`src/rtl/rv32i_instr_encoder_if.sv`:
```
// ---------------------------------------------------------------------------
// rv32i_instr_encoder_if
//   Bundle between a program loader and the RV32I instruction encoder.
//   Signal names carry the encoder's point of view: i_* flows into the
//   encoder, o_* flows out of it.
//
//   Control     : i_start (pulse, begins a new program)
//   Descriptor  : i_in_valid / o_in_ready handshake plus i_in_fmt, i_in_op,
//                 i_in_funct3, i_in_funct7, i_in_rd, i_in_rs1, i_in_rs2,
//                 i_in_imm
//   IMEM write  : o_out_valid / i_out_ready handshake plus o_out_instr,
//                 o_out_addr (byte address, ADDR_W bits)
//   Status      : o_count (descriptors accepted), o_done (halt delivered),
//                 o_err (illegal format / immediate out of range)
//
//   Modports: slave  = encoder side
//             master = loader / sink side
// ---------------------------------------------------------------------------
interface rv32i_instr_encoder_if #(
    parameter int unsigned ADDR_W = 10
);
    logic              i_start;
    logic              i_in_valid;
    logic              o_in_ready;
    logic [2:0]        i_in_fmt;
    logic [6:0]        i_in_op;
    logic [2:0]        i_in_funct3;
    logic [6:0]        i_in_funct7;
    logic [4:0]        i_in_rd;
    logic [4:0]        i_in_rs1;
    logic [4:0]        i_in_rs2;
    logic [31:0]       i_in_imm;
    logic              o_out_valid;
    logic              i_out_ready;
    logic [31:0]       o_out_instr;
    logic [ADDR_W-1:0] o_out_addr;
    logic [15:0]       o_count;
    logic              o_done;
    logic              o_err;

    modport slave (
        input  i_start,
        input  i_in_valid,
        output o_in_ready,
        input  i_in_fmt,
        input  i_in_op,
        input  i_in_funct3,
        input  i_in_funct7,
        input  i_in_rd,
        input  i_in_rs1,
        input  i_in_rs2,
        input  i_in_imm,
        output o_out_valid,
        input  i_out_ready,
        output o_out_instr,
        output o_out_addr,
        output o_count,
        output o_done,
        output o_err
    );

    modport master (
        output i_start,
        output i_in_valid,
        input  o_in_ready,
        output i_in_fmt,
        output i_in_op,
        output i_in_funct3,
        output i_in_funct7,
        output i_in_rd,
        output i_in_rs1,
        output i_in_rs2,
        output i_in_imm,
        input  o_out_valid,
        output i_out_ready,
        input  o_out_instr,
        input  o_out_addr,
        input  o_count,
        input  o_done,
        input  o_err
    );
endinterface

```
`src/rtl/rv32i_instr_encoder.sv`:
```
// ---------------------------------------------------------------------------
// rv32i_instr_encoder
//   Packs RV32I instruction field descriptors into 32-bit instruction words
//   and streams them, each with its IMEM byte address, to the instruction
//   memory write port. Used by the boot/test loader to build programs.
//   Encoding stops after a halt instruction (ECALL/EBREAK); once that word
//   has been delivered, done is raised and held until the next start.
//
//   Parameters
//     ADDR_W     width of the byte address
//     BASE_ADDR  address of the first word after start
//     ADDR_STEP  address increment per accepted descriptor
//
//   Ports
//     clk  rising-edge clock
//     rst  asynchronous, active-high reset
//     bus  rv32i_instr_encoder_if.slave (start, descriptor handshake,
//          IMEM write handshake, count/done/err status)
//
//   Build option
//     IMM_RANGE_CHECK_EN  when defined, immediates that the selected format
//                         cannot represent also set err (the word is still
//                         built from the truncated bits). When undefined,
//                         immediates are silently truncated and err only
//                         flags an illegal format.
// ---------------------------------------------------------------------------
module rv32i_instr_encoder #(
    parameter int unsigned       ADDR_W    = 10,
    parameter logic [ADDR_W-1:0] BASE_ADDR = '0,
    parameter int unsigned       ADDR_STEP = 4
) (
    input  logic                 clk,
    input  logic                 rst,
    rv32i_instr_encoder_if.slave bus
);

    typedef enum logic [1:0] {
        ST_IDLE,
        ST_RUN,
        ST_DRAIN,
        ST_DONE
    } state_t;

    localparam logic [2:0]        FMT_R     = 3'b000;
    localparam logic [2:0]        FMT_I     = 3'b001;
    localparam logic [2:0]        FMT_S     = 3'b010;
    localparam logic [2:0]        FMT_B     = 3'b011;
    localparam logic [2:0]        FMT_U     = 3'b100;
    localparam logic [2:0]        FMT_J     = 3'b101;
    localparam logic [6:0]        OP_SYSTEM = 7'b1110011;
    localparam logic [31:0]       NOP_WORD  = 32'h0000_0013;
    localparam logic [ADDR_W-1:0] STEP      = ADDR_W'(ADDR_STEP);

    // ------------------------------------------------------------------
    // State
    // ------------------------------------------------------------------
    state_t            r_state;
    logic              r_out_valid;
    logic [31:0]       r_out_instr;
    logic [ADDR_W-1:0] r_out_addr;
    logic [ADDR_W-1:0] r_addr;      // address the next accepted word gets
    logic [15:0]       r_count;
    logic              r_done;
    logic              r_err;

    // ------------------------------------------------------------------
    // Handshakes
    // ------------------------------------------------------------------
    logic w_in_ready;
    logic w_accept;
    logic w_out_hs;

    // The single output register may be reloaded in the same cycle its
    // current word is taken, giving one word per cycle.
    assign w_in_ready = (r_state == ST_RUN) && (!r_out_valid || bus.i_out_ready);
    assign w_accept   = bus.i_in_valid && w_in_ready;
    assign w_out_hs   = r_out_valid && bus.i_out_ready;

    // ------------------------------------------------------------------
    // Field packing
    // ------------------------------------------------------------------
    logic [31:0] w_imm;
    logic [31:0] w_word;
    logic        w_fmt_bad;

    assign w_imm = bus.i_in_imm;

    always_comb begin
        // NOTE: every output of a combinational block gets a default first,
        // so no path can leave it unassigned and infer a latch.
        w_word    = NOP_WORD;
        w_fmt_bad = 1'b0;
        case (bus.i_in_fmt)
            FMT_R: w_word = {bus.i_in_funct7, bus.i_in_rs2, bus.i_in_rs1,
                             bus.i_in_funct3, bus.i_in_rd, bus.i_in_op};
            FMT_I: w_word = {w_imm[11:0], bus.i_in_rs1, bus.i_in_funct3,
                             bus.i_in_rd, bus.i_in_op};
            FMT_S: w_word = {w_imm[11:5], bus.i_in_rs2, bus.i_in_rs1,
                             bus.i_in_funct3, w_imm[4:0], bus.i_in_op};
            FMT_B: w_word = {w_imm[12], w_imm[10:5], bus.i_in_rs2, bus.i_in_rs1,
                             bus.i_in_funct3, w_imm[4:1], w_imm[11], bus.i_in_op};
            FMT_U: w_word = {w_imm[31:12], bus.i_in_rd, bus.i_in_op};
            FMT_J: w_word = {w_imm[20], w_imm[10:1], w_imm[11], w_imm[19:12],
                             bus.i_in_rd, bus.i_in_op};
            default: w_fmt_bad = 1'b1;   // 110/111: emit a NOP and flag it
        endcase
    end

    // ------------------------------------------------------------------
    // Immediate representability
    // ------------------------------------------------------------------
    logic w_imm_bad;

`ifdef IMM_RANGE_CHECK_EN
    // A signed value fits in N bits when every bit from N-1 upward equals
    // the sign; branch/jump offsets must additionally be even.
    logic w_fits12;
    logic w_fits13;
    logic w_fits21;

    assign w_fits12 = (w_imm[31:11] == '0) || (w_imm[31:11] == '1);
    assign w_fits13 = (w_imm[31:12] == '0) || (w_imm[31:12] == '1);
    assign w_fits21 = (w_imm[31:20] == '0) || (w_imm[31:20] == '1);

    always_comb begin
        w_imm_bad = 1'b0;
        case (bus.i_in_fmt)
            FMT_I, FMT_S: w_imm_bad = !w_fits12;
            FMT_B:        w_imm_bad = !w_fits13 || w_imm[0];
            FMT_U:        w_imm_bad = (w_imm[11:0] != 12'h000);
            FMT_J:        w_imm_bad = !w_fits21 || w_imm[0];
            default:      w_imm_bad = 1'b0;
        endcase
    end
`else
    assign w_imm_bad = 1'b0;
`endif

    // ------------------------------------------------------------------
    // Halt detection: ECALL (imm 0) or EBREAK (imm 1)
    // ------------------------------------------------------------------
    logic w_halt;

    assign w_halt = (bus.i_in_op == OP_SYSTEM) && (bus.i_in_funct3 == 3'b000)
                 && (w_imm[11:1] == 11'd0);

    // ------------------------------------------------------------------
    // Control FSM and output register
    // ------------------------------------------------------------------
    // NOTE: sequential state uses non-blocking assignments so every
    // register samples the pre-edge values and ordering inside the block
    // does not matter.
    always_ff @(posedge clk or posedge rst) begin
        if (rst) begin
            r_state     <= ST_IDLE;
            r_out_valid <= 1'b0;
            r_out_instr <= '0;
            r_out_addr  <= BASE_ADDR;
            r_addr      <= BASE_ADDR;
            r_count     <= '0;
            r_done      <= 1'b0;
            r_err       <= 1'b0;
        end else begin
            case (r_state)
                ST_IDLE, ST_DONE: begin
                    if (bus.i_start) begin
                        r_state <= ST_RUN;
                        r_addr  <= BASE_ADDR;
                        r_count <= '0;
                        r_err   <= 1'b0;
                        r_done  <= 1'b0;
                    end
                end
                ST_RUN: begin
                    // Stop taking descriptors once a halt is accepted.
                    if (w_accept && w_halt) begin
                        r_state <= ST_DRAIN;
                    end
                end
                ST_DRAIN: begin
                    // The halt is the only word in flight here.
                    if (w_out_hs) begin
                        r_state <= ST_DONE;
                        r_done  <= 1'b1;
                    end
                end
                default: r_state <= ST_IDLE;
            endcase

            if (w_accept) begin
                r_out_valid <= 1'b1;
                r_out_instr <= w_word;
                r_out_addr  <= r_addr;
                r_addr      <= r_addr + STEP;   // wraps modulo 2^ADDR_W
                if (r_count != 16'hFFFF) begin
                    r_count <= r_count + 16'd1;
                end
                if (w_fmt_bad || w_imm_bad) begin
                    r_err <= 1'b1;
                end
            end else if (w_out_hs) begin
                r_out_valid <= 1'b0;
            end
        end
    end

    // ------------------------------------------------------------------
    // Outputs
    // ------------------------------------------------------------------
    assign bus.o_in_ready  = w_in_ready;
    assign bus.o_out_valid = r_out_valid;
    assign bus.o_out_instr = r_out_instr;
    assign bus.o_out_addr  = r_out_addr;
    assign bus.o_count     = r_count;
    assign bus.o_done      = r_done;
    assign bus.o_err       = r_err;

endmodule

```
`src/flat_wrapper.sv`:
```
// flat-port wrapper written by rule: the top's interface ports become plain ports
module rv32i_instr_encoder_flat 
#(
    parameter int unsigned       ADDR_W    = 10,
    parameter logic [ADDR_W-1:0] BASE_ADDR = '0,
    parameter int unsigned       ADDR_STEP = 4
)
  (clk, rst, bus_i_start, bus_i_in_valid, bus_o_in_ready, bus_i_in_fmt, bus_i_in_op, bus_i_in_funct3, bus_i_in_funct7, bus_i_in_rd, bus_i_in_rs1, bus_i_in_rs2, bus_i_in_imm, bus_o_out_valid, bus_i_out_ready, bus_o_out_instr, bus_o_out_addr, bus_o_count, bus_o_done, bus_o_err);
  rv32i_instr_encoder_if #(.ADDR_W(ADDR_W)) bus_i ();
  input  logic clk;
  input  logic rst;
  input wire logic [$bits(bus_i.i_start)-1:0] bus_i_start;
  input wire logic [$bits(bus_i.i_in_valid)-1:0] bus_i_in_valid;
  output wire logic [$bits(bus_i.o_in_ready)-1:0] bus_o_in_ready;
  input wire logic [$bits(bus_i.i_in_fmt)-1:0] bus_i_in_fmt;
  input wire logic [$bits(bus_i.i_in_op)-1:0] bus_i_in_op;
  input wire logic [$bits(bus_i.i_in_funct3)-1:0] bus_i_in_funct3;
  input wire logic [$bits(bus_i.i_in_funct7)-1:0] bus_i_in_funct7;
  input wire logic [$bits(bus_i.i_in_rd)-1:0] bus_i_in_rd;
  input wire logic [$bits(bus_i.i_in_rs1)-1:0] bus_i_in_rs1;
  input wire logic [$bits(bus_i.i_in_rs2)-1:0] bus_i_in_rs2;
  input wire logic [$bits(bus_i.i_in_imm)-1:0] bus_i_in_imm;
  output wire logic [$bits(bus_i.o_out_valid)-1:0] bus_o_out_valid;
  input wire logic [$bits(bus_i.i_out_ready)-1:0] bus_i_out_ready;
  output wire logic [$bits(bus_i.o_out_instr)-1:0] bus_o_out_instr;
  output wire logic [$bits(bus_i.o_out_addr)-1:0] bus_o_out_addr;
  output wire logic [$bits(bus_i.o_count)-1:0] bus_o_count;
  output wire logic [$bits(bus_i.o_done)-1:0] bus_o_done;
  output wire logic [$bits(bus_i.o_err)-1:0] bus_o_err;
  assign bus_i.i_start = bus_i_start;
  assign bus_i.i_in_valid = bus_i_in_valid;
  assign bus_o_in_ready = bus_i.o_in_ready;
  assign bus_i.i_in_fmt = bus_i_in_fmt;
  assign bus_i.i_in_op = bus_i_in_op;
  assign bus_i.i_in_funct3 = bus_i_in_funct3;
  assign bus_i.i_in_funct7 = bus_i_in_funct7;
  assign bus_i.i_in_rd = bus_i_in_rd;
  assign bus_i.i_in_rs1 = bus_i_in_rs1;
  assign bus_i.i_in_rs2 = bus_i_in_rs2;
  assign bus_i.i_in_imm = bus_i_in_imm;
  assign bus_o_out_valid = bus_i.o_out_valid;
  assign bus_i.i_out_ready = bus_i_out_ready;
  assign bus_o_out_instr = bus_i.o_out_instr;
  assign bus_o_out_addr = bus_i.o_out_addr;
  assign bus_o_count = bus_i.o_count;
  assign bus_o_done = bus_i.o_done;
  assign bus_o_err = bus_i.o_err;
  rv32i_instr_encoder #(.ADDR_W(ADDR_W), .BASE_ADDR(BASE_ADDR), .ADDR_STEP(ADDR_STEP)) u_core (.clk(clk), .rst(rst), .bus(bus_i));
endmodule
```
`config.mk`:
```
export PLATFORM = sky130hd
export DESIGN_NAME = rv32i_instr_encoder_flat
export DESIGN_NICKNAME = d
export VERILOG_FILES = /design/src/rtl/rv32i_instr_encoder_if.sv /design/src/rtl/rv32i_instr_encoder.sv /design/src/flat_wrapper.sv
export SDC_FILE = /design/constraint.sdc
export NUM_CORES = 1
export LEC_CHECK = 0
export ABC_AREA = 1
export BUFFER_PORTS_ARGS = -buffer_cell sky130_fd_sc_hd__clkbuf_2
export CAP_MARGIN = 10
export CORE_MARGIN = 10
export CORE_UTILIZATION = 40
export DETAILED_ROUTE_END_ITERATION = 10
export PLACE_DENSITY = 0.66
export SKIP_CTS_REPAIR_TIMING = 1
export SLEW_MARGIN = 15
export SYNTH_ARGS = -nofsm -noshare
export SYNTH_HDL_FRONTEND = slang
export SYNTH_SLANG_ARGS = --single-unit
```
`constraint.sdc`:
```
create_clock -name clk -period 3.2 [get_ports clk]
set_clock_uncertainty 0.2 [all_clocks]
set_input_delay 0.48 -clock clk [delete_from_list [all_inputs] [get_ports clk]]
set_output_delay 0.48 -clock clk [all_outputs]
set_load 0.01 [all_outputs]
```
==> results of run 1 <==
[layer usage]
metal | global-route usage [%] | share of wire, %
met1 | 20.56 | 43
met2 | 26.84 | 46
met3 | 5.857 | 9.1
met4 | 7.176 | 1.6
met5 | 0 | 0
[sequential cells by signal, summed over array words and instances, names as in the netlist]
register,count
u_core.bus.o_done,1
u_core.bus.o_out_addr,8
u_core.r_state,2
u_core.bus.o_count,16
u_core.bus.o_err,1
u_core.bus.o_out_valid,1
u_core.bus.o_out_instr,32
u_core.r_addr,8
[where the power goes]
| group | internal, mW | switching [mW] | leakage [nW] |
|---|---|---|---|
| Clock | 0.420 | 0.332 | 0.112 |
| Combinational | 0.454 | 0.747 | 1.62 |
| Sequential | 1.13 | 0.185 | 0.899 |
| Total | 2.01 | 1.27 | 2.63 |
[Yosys cell counts (6+ instances only)]
master	number	area, sq um
a21oi_1	10	50.05
buf_2	7	35.03
buf_4	6	45.04
dfrtp_1	69	1727
inv_1	44	165.2
inv_2	9	33.78
nand2_1	176	660.6
nand3_1	45	225.2
nand4_1	7	43.79
nor2_1	33	123.9
nor2_2	8	50.05
o211ai_1	6	45.04
o21a_1	6	45.04
o21ai_0	21	105.1
o21ai_1	25	125.1
[cell families (layout without fill, tap and decap cells)]
group | count (synthesis) | count (layout)
AOI/OAI and AO/OA | 79 | 79
buffers and inverters | 70 | 206
DFF | 69 | 69
adders and majority gates | 5 | 5
xor gates and xnor gates | 8 | 8
other | 1 | 2
muxes | 2 | 2
and+or+nand+nor | 286 | 286
[metrics by stage]
stage                     setup slack [ns]  total power [mW]  cell area [sq um]
after CTS                            1.158             3.323               4906
after detailed placement             1.186             2.555               4696
after global placement               1.267             2.522               4696
after global routing                 1.069             3.537               4906
final                                1.191             3.273               4906
after floorplan                     0.7801             2.044               3915
[worst max-delay path: stages, from the launching register on]
cell and delay [ns]:
dfrtp_1 0.40, inv_1 0.08, ha_1 0.20, inv_1 0.05, nor2_1 0.10, clkbuf_2 0.14
[area by class of cell]
class	instances	area, sq um	share of cell area, %
Clock buffer	12	165.2	3.366
Timing Repair Buffer	136	705.7	14.38
Multi-Input combinational cell	382	1894	38.61
Tap cell	133	166.4	3.392
Inverter	54	202.7	4.132
Clock inverter	4	45.04	0.9181
Sequential cell	69	1727	35.20
[path summary, 6_finish.rpt]
| path | start | endpoint | cells after the start |
|---|---|---|---|
| setup / recovery | u_core.r_state[1] | bus_o_in_ready | 5 |
| hold / removal | rst | u_core.r_addr[3] | 2 |
| setup reg to reg | u_core.r_state[0] | u_core.bus.o_count[14] | 9 |
| hold reg to reg | u_core.bus.o_out_instr[29] | u_core.bus.o_out_instr[29] | 2 |
| max in group asynchronous | rst | u_core.bus.o_out_instr[4] | 3 |
| min in group clk | bus_i_in_op[5] | u_core.bus.o_out_instr[5] | 3 |
==> flow_metrics.py, run 1 <==
metrics = {
    "synth": {
        "ys_types": 38,
        "synth-xor-area-share_pct": 1.791,
        "ys_seq_elements": 69,
        "synthSimpleGateAreaFrac_pct": 32.63,
        "async_reset_ff_share_pct": 100.0,
        "netlist_instances": 520,
        "yosysWarnings": 0,
        "syn_area_per_cell_sq_um": 7.522,
        "synth_top_family_by_area": "simple AND/OR/NAND/NOR gates",
        "syn-cell-area_sq_um": 3911,
        "synth_compound_area_share_pct": 11.71,
        "muxShareOfSynthArea_pct": 0.5118,
        "synth_flop_cell": "dfrtp_1",
        "synth_seq_area_share_pct": 44.15,
        "synthAdderAreaFrac_pct": 1.599,
        "synth-edff-count": 0,
    },
    "detailed_routing": {
        "drt_iter0_markers": 224,
        "drt_pass1_iterations": 5,
        "drc": 0,
        "ant_nets": 0,
        "vias_per_cell": 4.948,
        "vias": 3909,
        "wl_um": 11760,
        "wl_per_cell_um": 14.89,
    },
    "floorplan": {
        "io_pins": 134,
        "num_rows": 36,
        "die_w_um": 118.9,
        "die_h_um": 118.9,
        "die-area_sq_um": 14130,
        "initial_core_util_pct": 40.58,
        "coreArea_sq_um": 9639,
    },
    "worst_setup_path": {
        "path_max_fanout": 3,
        "worst_ep_arrival_time_ns": 1.33,
        "critical_path.startpoint_type": "flop",
        "endpoint_kind": "output pin",
        "r2r_slack_ns": 1.21,
        "path_class": "flop to output pin",
        "cp_data_required_time_ns": 2.52,
    },
    "clock_network": {
        "root_buffer": "clkbuf_8",
        "htreeDepth": 3,
        "clk_latency_ns": 0.35,
        "cts_tree": "done",
        "cts_buffer_depth": 2,
        "cts_sinks": 69,
        "clk_pin_slew_ns": 0.07,
        "cts_made_buffers": 9,
    },
    "place": {
        "dp_hpwl_um": 9243,
        "gp_congestion": 0.9344,
        "port-buffer-count": 131,
        "place_inst": 774,
    },
    "run_status": {
        "status": "finished, final reports clean",
    },
    "pwr": {
        "power.density_nw_per_um2": 667.1,
        "leakage_nw": 2.631,
        "peakVddDrop_mv": 0.2920,
    },
    "global_route": {
        "grt_pass1_wl_um": 19850,
        "antenna_found_initial": 0,
        "gr-total-overflow": 0,
        "grt_start_max_net_pins": 37,
        "grt_pass1_vias": 4075,
        "grt_usage_pct": 16.94,
    },
    "sta": {
        "tns_ns": 0,
        "finalCriticalPeriod_ns": 2.009,
        "slew_headroom_pct": 49.18,
        "fmax_mhz": 497.7,
        "slew_viol_final": 0,
        "fin_crit_sh_pct": 62.79,
        "setup_viol": 0,
        "hold_viol": 0,
        "worstMarginPinSlew_ns": 0.7612,
        "rsz0062_at_grt": "false",
        "whs_ns": 0.04169,
    },
    "layout": {
        "syn_to_final_growth_pct": 25.43,
        "post-route-util_pct": 50.90,
        "finalNetCount": 729,
        "final_cells": 790,
        "fillCellCount": 974,
        "layout-drive-gt1-share_pct": 28.46,
        "mostFrequentLayoutCell": "nand2_1",
        "layout_common_cells": "nand2_1, clkbuf_2, dfrtp_1",
        "insertedDiodeCount": 0,
    },
    "run": {
        "maxCapViolations": 0,
    },
    "hold_path": {
        "hp-class": "input port to asynchronous set/reset pin",
    },
}
Note: power is estimated with default switching activity, not from simulation.
==> run 2: changes to the inputs <==
Clock period 3.2 ns to 2 ns, I/O delays scaled along.
==> run 2 against run 1 <==
The run now ends with negative hold slack left. Via count decreased by 0.51%. Count of clock-buffer cells in the layout increased by 1. Die area unchanged. Core utilization increased by 1.1 points. Flip-flop and latch count unchanged. Sequential share of layout area decreased by 0.77 points. Clock power increased by 60%. Setup slack got worse by 1.0 ns. Sequential power increased by 59%. Global-route usage decreased by 0.26 points. Critical endpoint unchanged. Largest power group unchanged.
==> flow_metrics.py, run 2 (same netlist as run 1, synthesis figures left out) <==
metrics = {
    "run_status": {
        "status": "finished with violations",
        "violations": "negative hold slack",
    },
    "worst_setup_path": {
        "slowest_delay_ns": 0.40,
        "path_cells": "inv_1 > ha_1 > inv_1 > nor2_1 > clkbuf_2",
        "critical_path.startpoint_type": "flop",
        "cpMostUsedCell": "inv_1",
        "path_class": "flop to output pin",
        "cp_data_required_time_ns": 1.50,
        "cpMaxStageDelayCell": "dfrtp_1",
        "endpoint_kind": "output pin",
        "path_max_fanout": 3,
        "worst_ep_arrival_time_ns": 1.33,
    },
    "clock_network": {
        "cts_sinks": 69,
        "cts_buffer_depth": 2,
        "cts_tree": "done",
        "root_buffer": "clkbuf_8",
        "cts_made_buffers": 9,
        "clk_pin_slew_ns": 0.07,
        "clk_latency_ns": 0.35,
        "htreeDepth": 3,
    },
    "detailed_routing": {
        "drc": 0,
        "drt_pass1_iterations": 4,
        "ant_nets": 0,
        "vias": 3889,
        "wl_um": 11660,
        "drt_iter0_markers": 141,
        "wl_per_cell_um": 14.56,
        "vias_per_cell": 4.855,
    },
    "pwr": {
        "power.density_nw_per_um2": 1061,
        "leakage_nw": 2.673,
        "p_total_mw": 5.320,
        "peakVddDrop_mv": 0.5151,
    },
    "global_route": {
        "grt_pass1_wl_um": 19620,
        "grt_start_max_net_pins": 70,
        "grt_usage_pct": 16.68,
        "gr-total-overflow": 0,
        "antenna_found_initial": 0,
        "grt_pass1_vias": 4153,
    },
    "layout": {
        "final_cells": 801,
        "mostFrequentLayoutCell": "nand2_1",
        "syn_to_final_growth_pct": 28.25,
        "post-route-util_pct": 52.04,
        "layout_common_cells": "nand2_1, clkbuf_2, dfrtp_1",
        "insertedDiodeCount": 0,
        "finalNetCount": 740,
        "largest_reg_flops": 32,
        "layout-drive-gt1-share_pct": 28.89,
    },
    "floorplan": {
        "num_rows": 36,
        "die_h_um": 118.9,
        "coreArea_sq_um": 9639,
        "initial_core_util_pct": 40.58,
        "die_w_um": 118.9,
        "die-area_sq_um": 14130,
        "io_pins": 134,
    },
    "sta": {
        "worstMarginPinSlew_ns": 0.5076,
        "rsz0062_at_grt": "false",
        "whs_ns": -0.0001523,
        "fin_crit_sh_pct": 91.36,
        "tns_ns": 0,
        "slew_headroom_pct": 66.05,
        "fmax_mhz": 547.3,
        "slew_viol_final": 0,
        "setup_viol": 0,
        "finalCriticalPeriod_ns": 1.827,
        "hold_viol": 1,
    },
    "place": {
        "place_inst": 781,
        "dp_hpwl_um": 9323,
        "port-buffer-count": 131,
        "gp_congestion": 0.9119,
    },
    "hold_path": {
        "hp-class": "input port to flop",
    },
    "run": {
        "maxCapViolations": 0,
    },
}
-- run 2: cell types whose count changed in the layout (fill, tap and decap cells not counted), sizes merged --
cell / previous run / this run
clkinvlp: 0 / 2
dlygate4sd3: 0 / 4
clkbuf: 143 / 144
inv: 53 / 52
buf: 5 / 12
clkinv: 4 / 2
-- run 2: final timing paths --
path | from | end | slack, ns | depth (start not counted)
min in group asynchronous | rst | u_core.bus.o_out_instr[9] | 0.37 | 4
hold reg to reg | u_core.bus.o_out_instr[12] | u_core.bus.o_out_instr[12] | 0.29 | 2
setup / recovery | u_core.r_state[1] | bus_o_in_ready | 0.17 | 5
max in group asynchronous | rst | u_core.bus.o_count[3] | 0.92 | 4
hold / removal | bus_i_in_op[5] | u_core.bus.o_out_instr[5] | -0.0002 | 3
setup reg to reg | u_core.r_state[1] | u_core.bus.o_out_instr[4] | 0.19 | 6
-- run 2: area by class of cell --
class                      instances  area, sq um
inverter                          54        206.4
clock buffer                      13        168.9
clock inverter                     3        42.54
timing repair buffer             147        810.8
multi-input combinational        382         1894
tap                              133        166.4
sequential                        69         1727
fill                             992         4623
-- run 2: worst max-delay path: cells and delay by family, from the launching register on --
family,cells,cell delay (ns)
buffers and inverters,3,0.29
adders and majority gates,1,0.21
DFF,1,0.40
and+or+nand+nor,1,0.10
-- run 2: layer usage --
layer | track usage [%] | vias to the layer above | share of wire [%]
li1 | - | 1961 | -
met1 | 19.13 | 1774 | 42
met2 | 26.53 | 139 | 47
met3 | 7.416 | 15 | 10
met4 | 7.176 | 0 | 1.5
met5 | 0 | - | 0
-- run 2: power breakdown --
part,switching (mW),leakage [nW],internal [mW]
logic,1.20,1.67,0.818
clock network,0.526,0.106,0.677
registers,0.284,0.899,1.81
total,2.01,2.67,3.31
-- run 2: per-stage QoR --
stage	cell area [sq um]	worst slack (ns)
after floorplan	3919	0.2680
after global placement	4765	0.2597
after detailed placement	4765	0.1807
after CTS	4976	0.1302
after global routing	5016	0.02812
final	5016	0.1727
